### src/rtl/imem_loader.sv
// imem_loader: boot-time program loader for the 256x16 instruction memory.
// Receives a framed byte stream (length, N {hi,lo} word pairs, XOR checksum),
// writes the assembled words from address 0 upward and holds the CPU in reset
// until a load finishes with a matching checksum.
//
// Ports:
//   clk, rst_n          clock (rising edge), asynchronous active-low reset
//   start               pulse that begins a load (honoured in IDLE or DONE)
//   rx_data, rx_valid   incoming byte stream
//   rx_ready            byte accepted when rx_valid && rx_ready at a clk edge
//   wr_en/addr/data     instruction memory write port, one strobe per word
//   busy                load in progress
//   done                load finished (sticky until next start or reset)
//   err                 checksum mismatch on the last load, valid with done
//   cpu_hold            CPU reset request, low only after a good load
module imem_loader #(
    parameter int unsigned ADDR_W  = 8,
    parameter int unsigned INSTR_W = 16
) (
    input  logic               clk,
    input  logic               rst_n,
    input  logic               start,
    input  logic [7:0]         rx_data,
    input  logic               rx_valid,
    output logic               rx_ready,
    output logic               wr_en,
    output logic [ADDR_W-1:0]  wr_addr,
    output logic [INSTR_W-1:0] wr_data,
    output logic               busy,
    output logic               done,
    output logic               err,
    output logic               cpu_hold
);

    localparam int unsigned BYTE_W = 8;
    // One extra bit so a full-depth load (length byte 0) is representable.
    localparam int unsigned CNT_W  = ADDR_W + 1;

    typedef enum logic [2:0] {
        S_IDLE  = 3'd0,
        S_LEN   = 3'd1,
        S_HI    = 3'd2,
        S_LO    = 3'd3,
        S_WRITE = 3'd4,
        S_CHK   = 3'd5,
        S_DONE  = 3'd6
    } state_e;

    state_e              state_q, state_d;
    logic [ADDR_W-1:0]   addr_q, addr_d;
    logic [CNT_W-1:0]    count_q, count_d;
    logic [BYTE_W-1:0]   chk_q, chk_d;
    logic [BYTE_W-1:0]   hi_q, hi_d;

    logic                rx_ready_q, rx_ready_d;
    logic                wr_en_q, wr_en_d;
    logic [ADDR_W-1:0]   wr_addr_q, wr_addr_d;
    logic [INSTR_W-1:0]  wr_data_q, wr_data_d;
    logic                busy_q, busy_d;
    logic                done_q, done_d;
    logic                err_q, err_d;
    logic                cpu_hold_q, cpu_hold_d;

    logic                accept_c;

    // A byte transfers only when the registered ready meets valid.
    assign accept_c = rx_valid && rx_ready_q;

    // State, datapath and output registers.
    always_ff @(posedge clk or negedge rst_n) begin
        if (!rst_n) begin
            state_q    <= S_IDLE;
            addr_q     <= '0;
            count_q    <= '0;
            chk_q      <= '0;
            hi_q       <= '0;
            rx_ready_q <= 1'b0;
            wr_en_q    <= 1'b0;
            wr_addr_q  <= '0;
            wr_data_q  <= '0;
            busy_q     <= 1'b0;
            done_q     <= 1'b0;
            err_q      <= 1'b0;
            cpu_hold_q <= 1'b1;
        end else begin
            state_q    <= state_d;
            addr_q     <= addr_d;
            count_q    <= count_d;
            chk_q      <= chk_d;
            hi_q       <= hi_d;
            rx_ready_q <= rx_ready_d;
            wr_en_q    <= wr_en_d;
            wr_addr_q  <= wr_addr_d;
            wr_data_q  <= wr_data_d;
            busy_q     <= busy_d;
            done_q     <= done_d;
            err_q      <= err_d;
            cpu_hold_q <= cpu_hold_d;
        end
    end

    // Next-state and datapath update.
    always_comb begin
        state_d = state_q;
        addr_d  = addr_q;
        count_d = count_q;
        chk_d   = chk_q;
        hi_d    = hi_q;
        case (state_q)
            S_IDLE: begin
                if (start) state_d = S_LEN;
            end
            S_LEN: begin
                if (accept_c) begin
                    count_d = (rx_data == '0) ? CNT_W'(1 << ADDR_W) : CNT_W'(rx_data);
                    addr_d  = '0;
                    chk_d   = '0;
                    state_d = S_HI;
                end
            end
            S_HI: begin
                if (accept_c) begin
                    hi_d    = rx_data;
                    chk_d   = chk_q ^ rx_data;
                    state_d = S_LO;
                end
            end
            S_LO: begin
                if (accept_c) begin
                    chk_d   = chk_q ^ rx_data;
                    state_d = S_WRITE;
                end
            end
            S_WRITE: begin
                addr_d  = addr_q + ADDR_W'(1);
                count_d = count_q - CNT_W'(1);
                state_d = (count_q == CNT_W'(1)) ? S_CHK : S_HI;
            end
            S_CHK: begin
                if (accept_c) state_d = S_DONE;
            end
            S_DONE: begin
                if (start) state_d = S_LEN;
            end
            default: state_d = S_IDLE;
        endcase
    end

    // Registered outputs, decoded from the state being entered.
    always_comb begin
        rx_ready_d = (state_d == S_LEN) || (state_d == S_HI) ||
                     (state_d == S_LO)  || (state_d == S_CHK);
        wr_en_d    = (state_d == S_WRITE);
        busy_d     = (state_d != S_IDLE) && (state_d != S_DONE);
        wr_addr_d  = (state_d == S_WRITE) ? addr_q : wr_addr_q;
        wr_data_d  = wr_data_q;
        done_d     = done_q;
        err_d      = err_q;

        if (state_q == S_LO && accept_c) begin
            wr_data_d = INSTR_W'({hi_q, rx_data});
        end
        if (state_q == S_CHK && accept_c) begin
            done_d = 1'b1;
            err_d  = (rx_data != chk_q);
        end
        if (state_q == S_DONE && start) begin
            done_d = 1'b0;
            err_d  = 1'b0;
        end

        // CPU is released only while sitting in DONE after a good checksum.
        cpu_hold_d = !((state_d == S_DONE) && !err_d);
    end

    assign rx_ready = rx_ready_q;
    assign wr_en    = wr_en_q;
    assign wr_addr  = wr_addr_q;
    assign wr_data  = wr_data_q;
    assign busy     = busy_q;
    assign done     = done_q;
    assign err      = err_q;
    assign cpu_hold = cpu_hold_q;

endmodule
### config.mk
export PLATFORM = sky130hd
export DESIGN_NAME = imem_loader
export DESIGN_NICKNAME = d
export VERILOG_FILES = /design/src/rtl/imem_loader.sv
export SDC_FILE = /design/constraint.sdc
export NUM_CORES = 1
export LEC_CHECK = 0
export ABC_AREA = 1
export BUFFER_PORTS_ARGS = -buffer_cell sky130_fd_sc_hd__buf_2
export CAP_MARGIN = 15
export CORE_ASPECT_RATIO = 2
export CORE_MARGIN = 10
export CORE_UTILIZATION = 52
export DETAILED_ROUTE_END_ITERATION = 8
export HOLD_SLACK_MARGIN = 0.1
export PLACE_DENSITY = 0.8
export SYNTH_ARGS = -nofsm -noshare
export SYNTH_HDL_FRONTEND = slang
export SYNTH_SLANG_ARGS = --single-unit
### constraint.sdc
create_clock -name clk -period 1.6 [get_ports clk]
set_clock_uncertainty 0.2 [all_clocks]
set_input_delay 0 -clock clk [delete_from_list [all_inputs] [get_ports clk]]
set_output_delay 0 -clock clk [all_outputs]
set_load 0.01 [all_outputs]
Word level (Yosys, flattened, before mapping) --
Cells that the tools add are included.
Word-level totals: flip-flop bits (word level) 66, latch bits 0, bits in writable memories 0, bits in read-only memories 0, input bits 12, word-level logic and storage cells 73, memories 0
Cells by class: add/subtract/negate cells 2, multipliers 0, div/mod/pow operators 0, magnitude comparators 0, eq/ne operators 17, shifts and indexed selects 0, muxes and demuxes 18, bitwise operators 1, reductions and logical operators 22
Operators by type and width (number):
- 8-bit one-hot mux with 2 select lines | 2
- 3-bit == test (second input constant) | 6
- 3-bit two-way mux | 6
- 9-bit two-way mux | 2
- 3-bit one-hot mux with 6 select lines | 1
- 9-bit one-hot mux with 2 select lines | 1
- 8-bit two-way mux | 2
- 3-bit by 2-bit == test with 1-bit output (second input constant) | 4
- 9-bit by 1-bit == test with 1-bit output (second input constant) | 1
- 9-bit by 1-bit subtractor with 9-bit output (second input constant) | 1
- 8-bit by 1-bit adder with 8-bit output (second input constant) | 1
- 8-bit logical NOT | 1
- 8-bit != test | 1
- 8-bit XOR | 1
- 3-bit by 1-bit == test with 1-bit output (second input constant) | 2
- 1-bit logical AND | 6
- 2-bit nonzero test | 3
- 1-bit two-way mux | 4
- 2-bit AND reduction | 2
- 2-bit OR reduction | 2
- 3-bit logical NOT | 1
- 1-bit logical OR | 3
- 3-bit != test (second input constant) | 1
- 3-bit AND reduction | 1
- other kinds (4) | 5

Depth between registers and ports, before layout --
depth after elaboration 7, mapped depth 11, depth with buffers taken out 11

Worst setup path before layout --
OpenSTA, ideal clock, no wires.
kind register -> register, start reg rx_ready_q (netlist: rx_ready), end reg chk_q[0], library setup time 0.125 ns, arrival 1.235 ns, data required time 1.275 ns, path slack 0.040 ns, stages on the path, launching flop included 4, path buffers 0, cell sequence dfrtp_1 > nand2_2 > nor3_4 > mux2_2
Between the ends: longest elaborated chain between the ends 3, elaborated cells on any way between the ends 4, those cells by class 2 x eq/ne; 2 x reduce/logical
Ends and longest elaborated chain:
- start: declaration | RTL line 55 | logic rx_ready_q, rx_ready_d;
- start signal: assignment | RTL line 91 | rx_ready_q <= rx_ready_d;
- 1-bit logical AND * | RTL line 67 | assign accept_c = rx_valid && rx_ready_q;
- 2-bit by 1-bit != test with 1-bit output (no source line) or 2-bit != test (tied branches)
- 3-bit AND reduction (no source line) *
- end signal: assignment | RTL line 89 | chk_q <= chk_d;
- end: declaration | RTL line 52 | logic [BYTE_W-1:0] chk_q, chk_d;
Every way passes the cells marked *; elsewhere a longest branch is shown, timed or not. A chain may end at the register's enable or synchronous reset.

Final worst setup path --
start reg state_q[2], end reg wr_data_q[5] (netlist: wr_data[5])
Between the ends: longest elaborated chain between the ends 2
Ends and longest elaborated chain:
- start: declaration | RTL line 49 | state_e state_q, state_d;
- start signal: assignment | RTL line 86 | state_q <= state_d;
- 3-bit by 2-bit == test with 1-bit output | RTL line 160 | if (state_q == S_LO && accept_c) begin
- 1-bit logical AND | RTL line 160
- end signal: assignment | RTL line 94 | wr_data_q <= wr_data_d;
- end: declaration | RTL line 58 | logic [INSTR_W-1:0] wr_data_q, wr_data_d;
No other way between the ends.

==> metrics.cfg <==
[status]
outcome = finished, violations left
violations = negative setup slack

[clock_network]
clockRootBuffer = clkbuf_16
clk_pin_slew_ns = 0.06
cts_buffer_depth = 2
cts-buffers-inserted = 9
tritoncts = yes
htreeDepth = 3
insertion_delay_ns = 0.34
clock_sinks = 66

[routing]
drtIter0Drc = 253
vias_per_cell = 5.366
drt_wl_total_um = 8921
vias = 2903
drt_pre_antenna_iters = 5
post-route-drc-count = 0
drtAntennaViolNets = 0
wire_per_inst_um = 16.49

[power]
p_sw_mw = 3.266
p_int_mw = 5.426
power_per_cell_area_nw_per_um2 = 1923
finalPower_mw = 8.692
leakage_nw = 2.275
combPwrFrac = 0.438
seq_power_share = 0.318
clkPwrFrac = 0.244
sw_frac_of_total = 0.3757
ir_drop_v = 0.001200

[global_routing]
grt_overflow = 0
gr-usage-all-layers = 0.1774
grt_max_degree = 41
grt_pass1_wl_um = 13170
antenna_found_initial = 0
grt_pass1_vias = 2868

[setup_path]
r2r-start = state_q[2]$_DFF_PN0_
reg2reg_depth = 8
r2r_setup_slack_ns = -0.09
cp_slowest_cell = dfrtp_1
endpoint_kind = flip-flop
critPathKind = flip-flop to flip-flop
crit_required_ns = 1.60
cp_max_fo = 10
max_stage_delay_ns = 0.39
endpoint = wr_data[5]$_DFFE_PN0P_
critPathLaunchType = flip-flop
arrival_ns = 1.70
r2r_end = wr_data[5]$_DFFE_PN0P_
crit_path_start = state_q[2]$_DFF_PN0_
cp_cell_sequence = inv_2, buf_12, nand2_8, nor3_4, buf_6, bufinv_16, nand2_1, o21ai_0

[synthesis]
ys_types = 32
ys_ff_latch = 66
synth_warnings = 0
syn-num-nets = 386
synthCells = 371
synth-seq-area-share = 0.5166
synth_area_um2 = 3199
avgSynthCellArea_um2 = 8.623

[cells_and_area]
nFillCells = 393
fin_area_um2 = 4519
drive_above_1_share = 0.3494
fin_cells = 541
nNetsFinal = 488
antennaDiodeCount = 0
area_delta_synth_final_pct = 41.26

[die]
start_util = 0.5327
dieArea_um2 = 9881
die_height_um = 130.9
num_io_pins = 42
row_count = 40
core_area_um2 = 6006
die_w_um = 75.47

[place]
dp_hpwl_um = 5648
dpl.cell_count = 498
gp_congestion = 0.9111
portBuffers = 41
placed_cell_area_um2 = 3691

[sta]
worst_slack_ns = -0.09327
relSlewSlack = 0.7716
hold_slack_ns = 0.2694
min_period_ns = 1.693
rsz0062_at_grt = yes
fmax_mhz = 590.6
tightest_slew_ns = 0.3426
fin_setup_tns_ns = -0.2345
fin_crit_sh = 1.058
finalHoldViolCount = 0
setup_violations = 9
slew_violations = 0

[min_path]
min_path_type = flip-flop to flip-flop
whs_path_depth = 2

[job]
drv_cap = 0

==> worst min-delay path by stage <==
stage,start,endpoint,slack [ns]
4_1_cts,wr_data[10]$_DFFE_PN0P_,wr_data[10]$_DFFE_PN0P_,0.27
6_report,wr_data[9]$_DFFE_PN0P_,wr_data[9]$_DFFE_PN0P_,0.27
3_3_place_gp,rst_n,count_q[1]$_DFFE_PN0P_,-0.19
5_1_grt,wr_data[9]$_DFFE_PN0P_,wr_data[9]$_DFFE_PN0P_,0.30
3_5_place_dp,rst_n,count_q[1]$_DFFE_PN0P_,-0.18
2_1_floorplan,rst_n,addr_q[0]$_DFFE_PN0P_,-0.50
==> critical path, delay by kind of cell (launching register included) <==
kind	cells	cell delay [ns]
buf+inv	4	0.57
simple gates	3	0.29
compound gates	1	0.10
flops	1	0.39
==> power groups by stage <==
stage / clock network [mW] / registers [mW] / logic, mW
floorplan: 0 / 2.81 / 1.79
global placement: 0 / 2.71 / 2.94
detailed placement: 0 / 2.73 / 3.03
CTS: 2.12 / 2.72 / 3.26
global route: 2.23 / 2.86 / 4.17
finish: 2.12 / 2.76 / 3.80
==> per-layer routing <==
layer | GRT usage | vias up | share of wire
met5 | 0 | - | 0
met4 | 0.1089 | 0 | 0.041
met3 | 0.04305 | 22 | 0.046
met2 | 0.3196 | 96 | 0.55
met1 | 0.1719 | 1387 | 0.36
li1 | - | 1398 | -
==> what timing repair did <==
item / in CTS / in global routing
setup buffers: 3 / 9
gates resized for setup: 16 / 62
hold buffers: 12 / 0
pin swaps: 4 / 9
endpoints found under the setup margin: 35 / 107
endpoints found under the hold margin: 107 / 0
cloned: 1 / 2
==> cells by family after synthesis <==
group                    after synthesis  synth area share
AND/OR/NAND/NOR                      173            0.2429
flip-flops                            66            0.5166
AO/OA/AOI/OAI                         60            0.1118
buffers and inverters                 57           0.07939
XOR/XNOR                               6           0.01643
multiplexers                           6           0.02112
adder cells (fa/ha/maj)                3           0.01173
==> Yosys cell counts (all sizes together) <==
cell    count  area share
o32ai       1      0.0027
inv        47       0.055
a21oi       7       0.011
o221ai      2      0.0055
mux2        6       0.021
nor2       42       0.055
a22oi       2      0.0047
dfstp       1      0.0082
nand2      98        0.12
o22ai       1      0.0020
nand4       6       0.014
nand3      23       0.038
o211ai      3      0.0070
ha          3       0.012
xnor2       6       0.016
nor3        4       0.013
o21a        1      0.0023
buf        10       0.024
o21ai      43       0.077
dfrtp      65        0.51
==> through the flow <==
stage            util  setup slack (ns)
2_1_floorplan       -           0.04005
3_3_place_gp   0.6146           -0.1110
3_5_place_dp   0.6146          -0.09316
4_1_cts        0.7067          -0.01263
5_1_grt        0.7525           -0.1585
6_report       0.7525          -0.09327
==> final cells by class <==
type | count | area (um2) | area share
well taps | 63 | 78.83 | 0.01744
flip-flops and latches | 66 | 1654 | 0.3660
multi-input cells | 248 | 1455 | 0.3220
repair inverters | 2 | 22.52 | 0.004983
clock buffers | 10 | 229.0 | 0.05066
repair buffers | 99 | 782.0 | 0.1730
inverters | 47 | 207.7 | 0.04596
clock inverters | 6 | 90.09 | 0.01993
==> flip-flops by register name, summed over array words and instances, names as in the netlist <==
| register | flops |
|---|---|
| wr_data | 16 |
| count_q | 9 |
| addr_q | 8 |
| chk_q | 8 |
| hi_q | 8 |
| wr_addr | 8 |
| state_q | 3 |
| busy | 1 |
| cpu_hold | 1 |
| done | 1 |
| err | 1 |
| rx_ready | 1 |
| wr_en | 1 |
==> layout by cell type (no fill, tap or decap), drive strengths merged <==
cell type,instances
xnor2,6
dfstp,1
bufinv,3
o32ai,1
buf,85
nand2,98
clkbuf,11
ha,3
clkinvlp,1
nor2,42
clkinv,2
inv,49
nor3,4
dlygate4sd3,12
o221ai,2
o22ai,1
a21oi,7
bufbuf,1
o21ai,43
mux2,6
nand3,23
nand4,6
a22oi,2
dfrtp,65
o211ai,3
o21a,1
No activity file was read; power rests on OpenSTA's default activity.
